[config.mk]
export PLATFORM = sky130hd
export DESIGN_NAME = vpu_line_scanout
export DESIGN_NICKNAME = d
export VERILOG_FILES = /design/src/rtl/gameconsole_pkg.sv /design/src/rtl/vpu_line_scanout_sweep.sv /design/src/rtl/vpu_line_scanout.sv
export SDC_FILE = /design/constraint.sdc
export NUM_CORES = 1
export LEC_CHECK = 0
export ABC_AREA = 1
export BUFFER_PORTS_ARGS = -buffer_cell sky130_fd_sc_hd__buf_4
export CORE_ASPECT_RATIO = 0.8
export CORE_UTILIZATION = 43
export CTS_BUF_LIST = sky130_fd_sc_hd__clkbuf_16
export DETAILED_ROUTE_END_ITERATION = 8
export PLACE_DENSITY_LB_ADDON = 0.2
export SLEW_MARGIN = 20
export SYNTH_ARGS = -nofsm -noshare
export SYNTH_HDL_FRONTEND = slang
export SYNTH_SLANG_ARGS = --single-unit
export TNS_END_PERCENT = 5
[constraint.sdc]
create_clock -name clk -period 1.8 [get_ports clk]
set_input_delay 0.36 -clock clk [delete_from_list [all_inputs] [get_ports clk]]
set_output_delay 0.36 -clock clk [all_outputs]
set_load 0.01 [all_outputs]
[src/rtl/gameconsole_pkg.sv]
// Shared game console constants: screen geometry,
// line buffer widths and line timing.
package gameconsole_pkg;

  localparam int SCREEN_W = 320;
  localparam int SCREEN_H = 240;

  localparam int LINE_CYCLE_MAX = 1600;
  localparam int LINE_CYCLES_PER_PIXEL = 4;

  localparam int LINEBUFF_BANK_W = 1;
  localparam int LINEBUFF_ADDR_W = 9;
  localparam int LINEBUFF_DATA_W = 32;

  localparam logic [LINEBUFF_DATA_W-1:0]
    LINEBUFF_CLEAR_COLOR = 32'h0000_0000;

endpackage

[src/rtl/vpu_line_scanout_sweep.sv]
// Reset-time clear sweep over both line buffer banks:
// addr runs 0..SCAN_W-1, then the bank steps.
module vpu_line_scanout_sweep
  import gameconsole_pkg::*;
#(
  parameter int SCAN_W = SCREEN_W
) (
  input  logic                       clk,
  input  logic                       rst_n,
  input  logic                       en_i,
  output logic                       bank_o,
  output logic [LINEBUFF_ADDR_W-1:0] addr_o,
  output logic                       we_o,
  output logic                       done_o
);

  localparam logic [LINEBUFF_ADDR_W-1:0] LAST_A =
    LINEBUFF_ADDR_W'(SCAN_W - 1);

  logic [LINEBUFF_ADDR_W-1:0] addr_q, addr_d;
  logic                       bank_q, bank_d;

  // next sweep position, one entry per enabled cycle
  always_comb begin
    addr_d = addr_q;
    bank_d = bank_q;
    if (en_i) begin
      if (addr_q == LAST_A) begin
        addr_d = '0;
        bank_d = ~bank_q;
      end else begin
        addr_d = addr_q + LINEBUFF_ADDR_W'(1);
      end
    end
  end

  // sweep position register
  always_ff @(posedge clk) begin
    if (!rst_n) begin
      addr_q <= '0;
      bank_q <= 1'b0;
    end else begin
      addr_q <= addr_d;
      bank_q <= bank_d;
    end
  end

  assign bank_o = bank_q;
  assign addr_o = addr_q;
  assign we_o   = en_i;
  assign done_o = en_i && bank_q && (addr_q == LAST_A);

endmodule

[src/rtl/vpu_line_scanout.sv]
// Streams the previous sprite line out of the idle
// line buffer bank, clearing each entry after reading.
module vpu_line_scanout
  import gameconsole_pkg::*;
#(
  parameter logic [LINEBUFF_DATA_W-1:0] BG_COLOR =
    LINEBUFF_CLEAR_COLOR,
  parameter int SCAN_W = SCREEN_W,
  parameter int SCAN_H = SCREEN_H
) (
  input  logic                       clk,
  input  logic                       rst_n,
  input  logic [10:0]                line_cycle,
  input  logic [8:0]                 y,
  output logic                       line_ena,
  output logic                       line_wea,
  output logic [LINEBUFF_BANK_W-1:0] line_banka,
  output logic [LINEBUFF_ADDR_W-1:0] line_addra,
  output logic [LINEBUFF_DATA_W-1:0] line_dina,
  input  logic [LINEBUFF_DATA_W-1:0] line_douta,
  output logic                       init_done,
  output logic                       pix_valid,
  output logic [8:0]                 pix_x,
  output logic [8:0]                 pix_y,
  output logic [23:0]                pix_rgb,
  output logic                       line_done,
  output logic                       scan_err
);

  typedef enum logic [1:0] {
    CLEAR,
    IDLE,
    SCAN
  } vpu_line_scanout_state_t;

  localparam logic [8:0] LAST_K = 9'(SCAN_W - 1);
  localparam logic [8:0] MAX_Y  = 9'(SCAN_H);

  vpu_line_scanout_state_t state_q, state_d;

  logic        init_done_q, init_done_d;
  logic        pix_valid_q, pix_valid_d;
  logic [8:0]  pix_x_q, pix_x_d;
  logic [8:0]  pix_y_q, pix_y_d;
  logic [23:0] pix_rgb_q, pix_rgb_d;
  logic        line_done_q, line_done_d;
  logic        scan_err_q, scan_err_d;

  logic [8:0] k;
  logic [1:0] ph;
  logic       lc_zero;
  logic       start_ok;
  logic       slot_act;
  logic       scan_now;

  logic                       sw_bank;
  logic [LINEBUFF_ADDR_W-1:0] sw_addr;
  logic                       sw_we;
  logic                       sw_done;

  assign k        = line_cycle[10:2];
  assign ph       = line_cycle[1:0];
  assign lc_zero  = (line_cycle == 11'd0);
  assign start_ok = lc_zero && (y != 9'd0) && (y <= MAX_Y);
  assign slot_act = (k <= LAST_K);

  vpu_line_scanout_sweep #(
    .SCAN_W(SCAN_W)
  ) u_sweep (
    .clk   (clk),
    .rst_n (rst_n),
    .en_i  (state_q == CLEAR),
    .bank_o(sw_bank),
    .addr_o(sw_addr),
    .we_o  (sw_we),
    .done_o(sw_done)
  );

  // next state, port A access and pixel capture
  always_comb begin
    state_d     = state_q;
    init_done_d = init_done_q;
    pix_valid_d = 1'b0;
    pix_x_d     = pix_x_q;
    pix_y_d     = pix_y_q;
    pix_rgb_d   = pix_rgb_q;
    line_done_d = 1'b0;
    scan_err_d  = scan_err_q;
    scan_now    = 1'b0;
    line_ena    = 1'b0;
    line_wea    = 1'b0;
    line_banka  = '0;
    line_addra  = '0;
    line_dina   = '0;

    unique case (state_q)
      CLEAR: begin
        line_ena   = sw_we;
        line_wea   = sw_we;
        line_banka = LINEBUFF_BANK_W'(sw_bank);
        line_addra = sw_addr;
        line_dina  = BG_COLOR;
        if (sw_done) begin
          state_d     = IDLE;
          init_done_d = 1'b1;
        end
      end
      IDLE: scan_now = start_ok;
      SCAN: begin
        if (lc_zero) begin
          scan_err_d = 1'b1;
          scan_now   = start_ok;
        end else begin
          scan_now = 1'b1;
        end
      end
      default: state_d = CLEAR;
    endcase

    if (scan_now) begin
      state_d = SCAN;
      if (slot_act) begin
        line_banka = LINEBUFF_BANK_W'(~y[0]);
        line_addra = LINEBUFF_ADDR_W'(k);
        unique case (ph)
          2'd0: line_ena = 1'b1;
          2'd1: begin
            pix_valid_d = 1'b1;
            pix_x_d     = k;
            pix_y_d     = y - 9'd1;
            pix_rgb_d   = (line_douta[31:24] == 8'd0)
                        ? BG_COLOR[23:0]
                        : line_douta[23:0];
          end
          2'd2: begin
            line_ena  = 1'b1;
            line_wea  = 1'b1;
            line_dina = BG_COLOR;
            if (k == LAST_K) begin
              state_d     = IDLE;
              line_done_d = 1'b1;
            end
          end
          default: ;
        endcase
      end
    end else if (state_q == SCAN) begin
      state_d = IDLE;
    end

    if (!rst_n) begin
      line_ena   = 1'b0;
      line_wea   = 1'b0;
      line_banka = '0;
      line_addra = '0;
      line_dina  = '0;
    end
  end

  // state and output registers
  always_ff @(posedge clk) begin
    if (!rst_n) begin
      state_q     <= CLEAR;
      init_done_q <= 1'b0;
      pix_valid_q <= 1'b0;
      pix_x_q     <= '0;
      pix_y_q     <= '0;
      pix_rgb_q   <= '0;
      line_done_q <= 1'b0;
      scan_err_q  <= 1'b0;
    end else begin
      state_q     <= state_d;
      init_done_q <= init_done_d;
      pix_valid_q <= pix_valid_d;
      pix_x_q     <= pix_x_d;
      pix_y_q     <= pix_y_d;
      pix_rgb_q   <= pix_rgb_d;
      line_done_q <= line_done_d;
      scan_err_q  <= scan_err_d;
    end
  end

  assign init_done = init_done_q;
  assign pix_valid = pix_valid_q;
  assign pix_x     = pix_x_q;
  assign pix_y     = pix_y_q;
  assign pix_rgb   = pix_rgb_q;
  assign line_done = line_done_q;
  assign scan_err  = scan_err_q;

endmodule
# Word-level counts from Yosys, hierarchy flattened
# Index checks and enable logic that the tools add are counted.
[classes]
n_mux = 30
n_lt_le_gt_ge = 2
bitwise_logic = 2
shift = 0
n_mul = 0
add_sub_neg = 2
div = 0
n_reduce_logical = 17
n_eq_ne = 8
[op_table]
columns = ["cell", "n"]
rows = [
  ["$mux 9", 5],
  ["$mux 24", 1],
  ["$eq 9x9->1 const B", 2],
  ["$mux 1", 16],
  ["$mux 2", 6],
  ["$logic_not 11->1", 1],
  ["$add 9x1->9 const B", 1],
  ["$le 9x8->1 const B", 1],
  ["$le 9x9->1 const B", 1],
  ["$reduce_bool 9->1", 1],
  ["$sub 9x1->9 const B", 1],
  ["$logic_not 8->1", 1],
  ["$reduce_and 2->1", 4],
  ["$reduce_and 3->1", 2],
  ["$eq 2x1->1 const B", 2],
  ["$eq 2x2->1 const B", 2],
  ["$logic_and 1x1->1", 4],
  ["$logic_not 2->1", 2],
  ["$ne 4x4->1 const B", 1],
  ["$pmux 2 s2", 1],
  ["$reduce_and 4->1", 1],
  ["$ne 3x3->1 const B", 1],
  ["$not 1->1", 2],
  ["$pmux 1 s2", 1],
  ["$reduce_or 2->1", 1],
]
[totals]
wordCells = 71
in_bits = 54
register_bits = 58
rom_bits = 0
output_inout_bits = 90
mem_bits_rw = 0
n_memories = 0
latchBits = 0

# Depth between registers and ports, before layout
[logic_depth]
depth_word = 7
ltp_mapped = 13
mapped_depth_nobuf = 12

# By module
# From an unflattened synthesis, not the netlist that was laid out.
[unflattened]
cells_unflattened = 539
area_unflattened_um2 = 3445.8
[modules_own_cells]
columns = ["module", "cells_each", "instances", "area_each_um2", "seq_area_each_um2"]
rows = [
  ["vpu_line_scanout", 468, 1, 2924.1, 960.9],
  ["vpu_line_scanout_sweep", 71, 1, 521.8, 200.2],
]

# Worst setup path after synthesis
# Ideal clock, no wire load.
[synth_path]
path_kind = "register to output"
startpoint = "reg state_q[0]"
endpoint = "out line_addra[3]"
path_slack_ps = -156
t_arrival_ps = 1596
stages_incl_launch_ff = 11
cell_sequence = "dfxtp_1 -> inv_1 -> ha_1 -> o21ai_0 -> a21oi_4 -> nand2_4 -> nor2_8 -> inv_1 -> buf_2 -> o21ai_0 -> a21oi_1"
[synth_via]
elab_chain_len = 5
elab_cells_between_ends = 8
[synth_lines]
columns = ["element", "line_no", "source"]
rows = [
  ["start: declaration", "vpu_line_scanout.sv:39", "vpu_line_scanout_state_t state_q, state_d;"],
  ["start signal: assignment", "vpu_line_scanout.sv:172", "state_q <= state_d;"],
  ["$logic_not 2->1", "vpu_line_scanout.sv:96", "unique case (state_q)"],
  ["$mux 9", "vpu_line_scanout.sv:96", ""],
  ["$mux 9", "vpu_line_scanout.sv:122", "if (slot_act) begin"],
  ["$mux 9 *", "vpu_line_scanout.sv:120", "if (scan_now) begin"],
  ["$mux 9 *", "vpu_line_scanout.sv:151", "if (!rst_n) begin"],
  ["end: declaration", "vpu_line_scanout.sv:18", "output logic [LINEBUFF_ADDR_W-1:0] line_addra,"],
]
# Mark *: on every way between the ends. The rest lies on a longest branch, timed or not.

# Final worst setup path
[layout_path]
startpoint = "reg state_q[1]"
endpoint = "out line_addra[8]"
# Same word-level chain as after synthesis.

==> qor.csv <==
stage,metric,value,unit
status,status,"complete, but fails checks",
status,failing checks,setup timing,
placement,Cells after DPL,718,
timing,fmax,444,MHz
floorplan,Core Area,7090,µm²
floorplan,chip height,79.8,µm
clocking,Sink Count,58,
cells_and_area,layout cells sized above 1,29.9,%
route,via count,3393,
clocking,"Reg clk slew, reported paths",0.05,ns
job,max-cap viol count,0,
timing,worst setup margin,-0.451,ns
route,router iterations before antenna repair,4,
worst_setup_path,family with the most delay on the worst path,compound AO/OA/AOI/OAI gates,
power_and_ir_drop,Pwr Total,3140,µW
worst_setup_path,Worst R2R End,pix_rgb[16],
worst_setup_path,critical path data required time,1.44,ns
worst_setup_path,worst-path cell chain,"inv_2, ha_4, o21ai_4, a21oi_4, nand2_4, nor2_8, inv_6, nand2_2, o211a_1, buf_6",
placement,placement-stage cell area,4320,µm²
clocking,hold buffer count at cts,0,
worst_setup_path,Worst Setup End Kind,output pin,
worst_setup_path,Crit Path Category,register to output pin,
global_route,vias in the first global route,3094,
route,post-route DRC violation count,0,
route,initial DRC count,127,
cells_and_area,"Area growth, synth to finish",44.5,%
cells_and_area,"most common cell after layout, fill and taps aside",buf_4,
clocking,Bufs on Longest Clock Path,2,
logic_synthesis,Post-Synthesis Cell Area,3260,µm²
worst_setup_path,cell depth of the worst setup path,10,
power_and_ir_drop,Leak Pwr,0.00254,µW
cells_and_area,most frequent cells in the layout,"buf_4 (149), nand2_1 (119), nor2_1 (85)",
clocking,CTS Buf Count,9,
global_route,GRT Total Usage,22.9,%
cells_and_area,Final Cell Area,4700,µm²
worst_setup_path,Critical Path Start Type,register,
timing,Fin. Hold Viols,0,
timing,clock skew,0.00487,ns
logic_synthesis,Yosys reg bits,58,
global_route,M1 GR Usage,28.7,%
cells_and_area,Antenna Cells,0,
cells_and_area,"non-filler cells, final",736,
route,per-cell routed wire length,12.2,µm
global_route,initial antenna violation count,0,
worst_setup_path,Bufs and invs on worst path,3,
floorplan,Die Width,99.3,µm
timing,final worst path period need,2.25,ns
logic_synthesis,post-synthesis sequential area ratio,35.7,%
worst_setup_path,CP max stage delay,0.34,ns
global_route,first-pass GRT wire length,14300,µm
worst_setup_path,critical register-to-register path startpoint,state_q[1],
placement,RePlAce Congestion,0.906,
clocking,Root Driver,clkbuf_16,
global_route,grt ovf,0,
worst_setup_path,Crit-path slowest cell,dfxtp_2,
worst_setup_path,Worst setup endpoint,line_addra[8],
worst_setup_path,Critical Path AT,1.89,ns
placement,Port Buffer Count,111,
worst_setup_path,Reg2Reg Setup Slack,-0.12,ns
worst_setup_path,Setup crit start,state_q[1],
global_route,grt met2 use,39.1,%
timing,RSZ-0062 raised after global routing,true,
global_route,GRT busiest layer,met2,
worst_setup_path,Reg2Reg Depth,11,
floorplan,Die ar.,7930,µm²
global_route,met3 GRT Util,5.60,%
floorplan,row count,27,
power_and_ir_drop,worst vdd ir,561,µV
global_route,largest net degree at the start of global routing,32,
logic_synthesis,Synthesis Warnings,0,
timing,Slew Limit Fails,0,
logic_synthesis,number of synthesized flops with an enable pin,0,
floorplan,Initial Utilization,45.9,%
hold_path,Hold WC Path Type,input pin to register,
clocking,CTS tree,built,
timing,Fin Setup TNS,-9.11,ns
timing,Setup-failing EPs final,55,
clocking,worst-skew pair later-pin latency,0.32,ns
logic_synthesis,most used flip-flop cell after synthesis,dfxtp_1,
route,routed wire length,8970,µm
cells_and_area,Filler cells,635,
clocking,CTS HTree Levels,3,
route,via density per instance,4.61,
floorplan,# IOs,144,
logic_synthesis,synth unique cells,33,
power_and_ir_drop,P per Cell Area,667,nW/µm²
placement,HPWL Detailed,6790,µm
logic_synthesis,Syn Area/Cell,6.54,µm²
worst_setup_path,peak fanout along the critical path,11,
logic_synthesis,Mapped Cells,498,
logic_synthesis,Synth async-reset ratio,0,%
cells_and_area,nets,704,
route,Post-DRT Antenna Nets,0,
timing,crit share post-route,125,%
-- synthesized netlist by cell type (2+ instances only) --
cell type	number	area [µm²]
nand2_1	122	458
nor2_1	85	319
inv_1	71	267
dfxtp_1	58	1160
nand3_1	42	210
buf_4	32	240
o21ai_0	14	70.1
a21oi_1	10	50.1
clkbuf_1	9	33.8
nor3_1	7	35.0
ha_1	6	75.1
xnor2_1	6	52.6
buf_2	5	25.0
nor4_1	4	25.0
buf_6	3	33.8
nand4_1	3	18.8
xor2_1	3	26.3
a31oi_1	2	12.5
buf_1	2	7.51
-- worst min-delay path by stage --
stage,from,endpoint,slack (ns),cells after the start
3_5_place_dp,init_done,init_done,0.45,2
2_1_floorplan,u_sweep.bank_o,u_sweep.bank_o,0.44,1
3_3_place_gp,init_done,init_done,0.44,2
5_1_grt,line_cycle[4],pix_x[2],0.29,3
4_1_cts,line_cycle[4],pix_x[2],0.28,3
6_report,line_cycle[4],pix_x[2],0.29,3
-- routing by layer --
| metal | share of wire (%) | wire length (µm) | vias to the layer above |
|---|---|---|---|
| met5 | 0 | 0 | - |
| met4 | 0.98 | 88 | 0 |
| met3 | 6.1 | 550 | 9 |
| met2 | 48 | 4280 | 127 |
| met1 | 45 | 4060 | 1510 |
| li1 | - | - | 1747 |
-- timing repair --
item / 4_1_cts / 5_1_grt
pin swaps: 3 / 5
endpoints found under the hold margin: 0 / 0
buffers inserted: 1 / 1
gates resized for setup: 18 / 13
cloned: 1 / 0
setup endpoints to repair: 55 / 60
-- worst register-to-register path, delay by kind of cell, from the launching register on --
family | cells | cell delay, ns
and+or+nand+nor | 5 | 0.56
AOI/OAI and AO/OA | 2 | 0.21
adders and majority gates | 1 | 0.27
DFF | 1 | 0.34
buffers and inverters | 3 | 0.43
-- logic make-up (layout without fill, tap and decap cells) --
group	count (synthesis)	after routing	share of synthesized area, %
other	1	32	0.115
and+or+nand+nor	270	271	35.2
AOI/OAI and AO/OA	31	31	5.53
DFF	58	58	35.7
adders and majority gates	6	6	2.31
buffers and inverters	123	242	18.8
xor gates and xnor gates	9	9	2.42
-- registers in the layout, indices dropped and copies added (netlist names) --
name,cells
u_sweep.bank_o,1
pix_y,9
line_done,1
pix_rgb,24
u_sweep.addr_o,9
state_q,2
init_done,1
pix_valid,1
scan_err,1
pix_x,9
-- layout make-up --
type	instances	area, µm²	area share (%)
clock buffers	9	225	4.79
clock inverters	7	46.3	0.984
inverters	72	278	5.91
multi-input cells	349	1690	35.9
flip-flops and latches	58	1160	24.7
well taps	87	109	2.31
repair buffers	154	1190	25.4
-- metrics by stage --
| step | hold WS (ns) | setup slack (ns) | utilization, % |
|---|---|---|---|
| floorplan | 0.443 | -0.0893 | - |
| CTS | 0.283 | -0.430 | 65.5 |
| global placement | 0.440 | -0.308 | 60.9 |
| finish | 0.288 | -0.451 | 66.3 |
| detailed placement | 0.449 | -0.360 | 60.9 |
| global route | 0.286 | -0.546 | 66.3 |
-- where the power goes --
group	internal (µW)	total (µW)	switching [µW]
Sequential	1290	1300	5.23
Clock	925	1510	588
Combinational	159	330	171
Power figures use the tool's default switching activity.
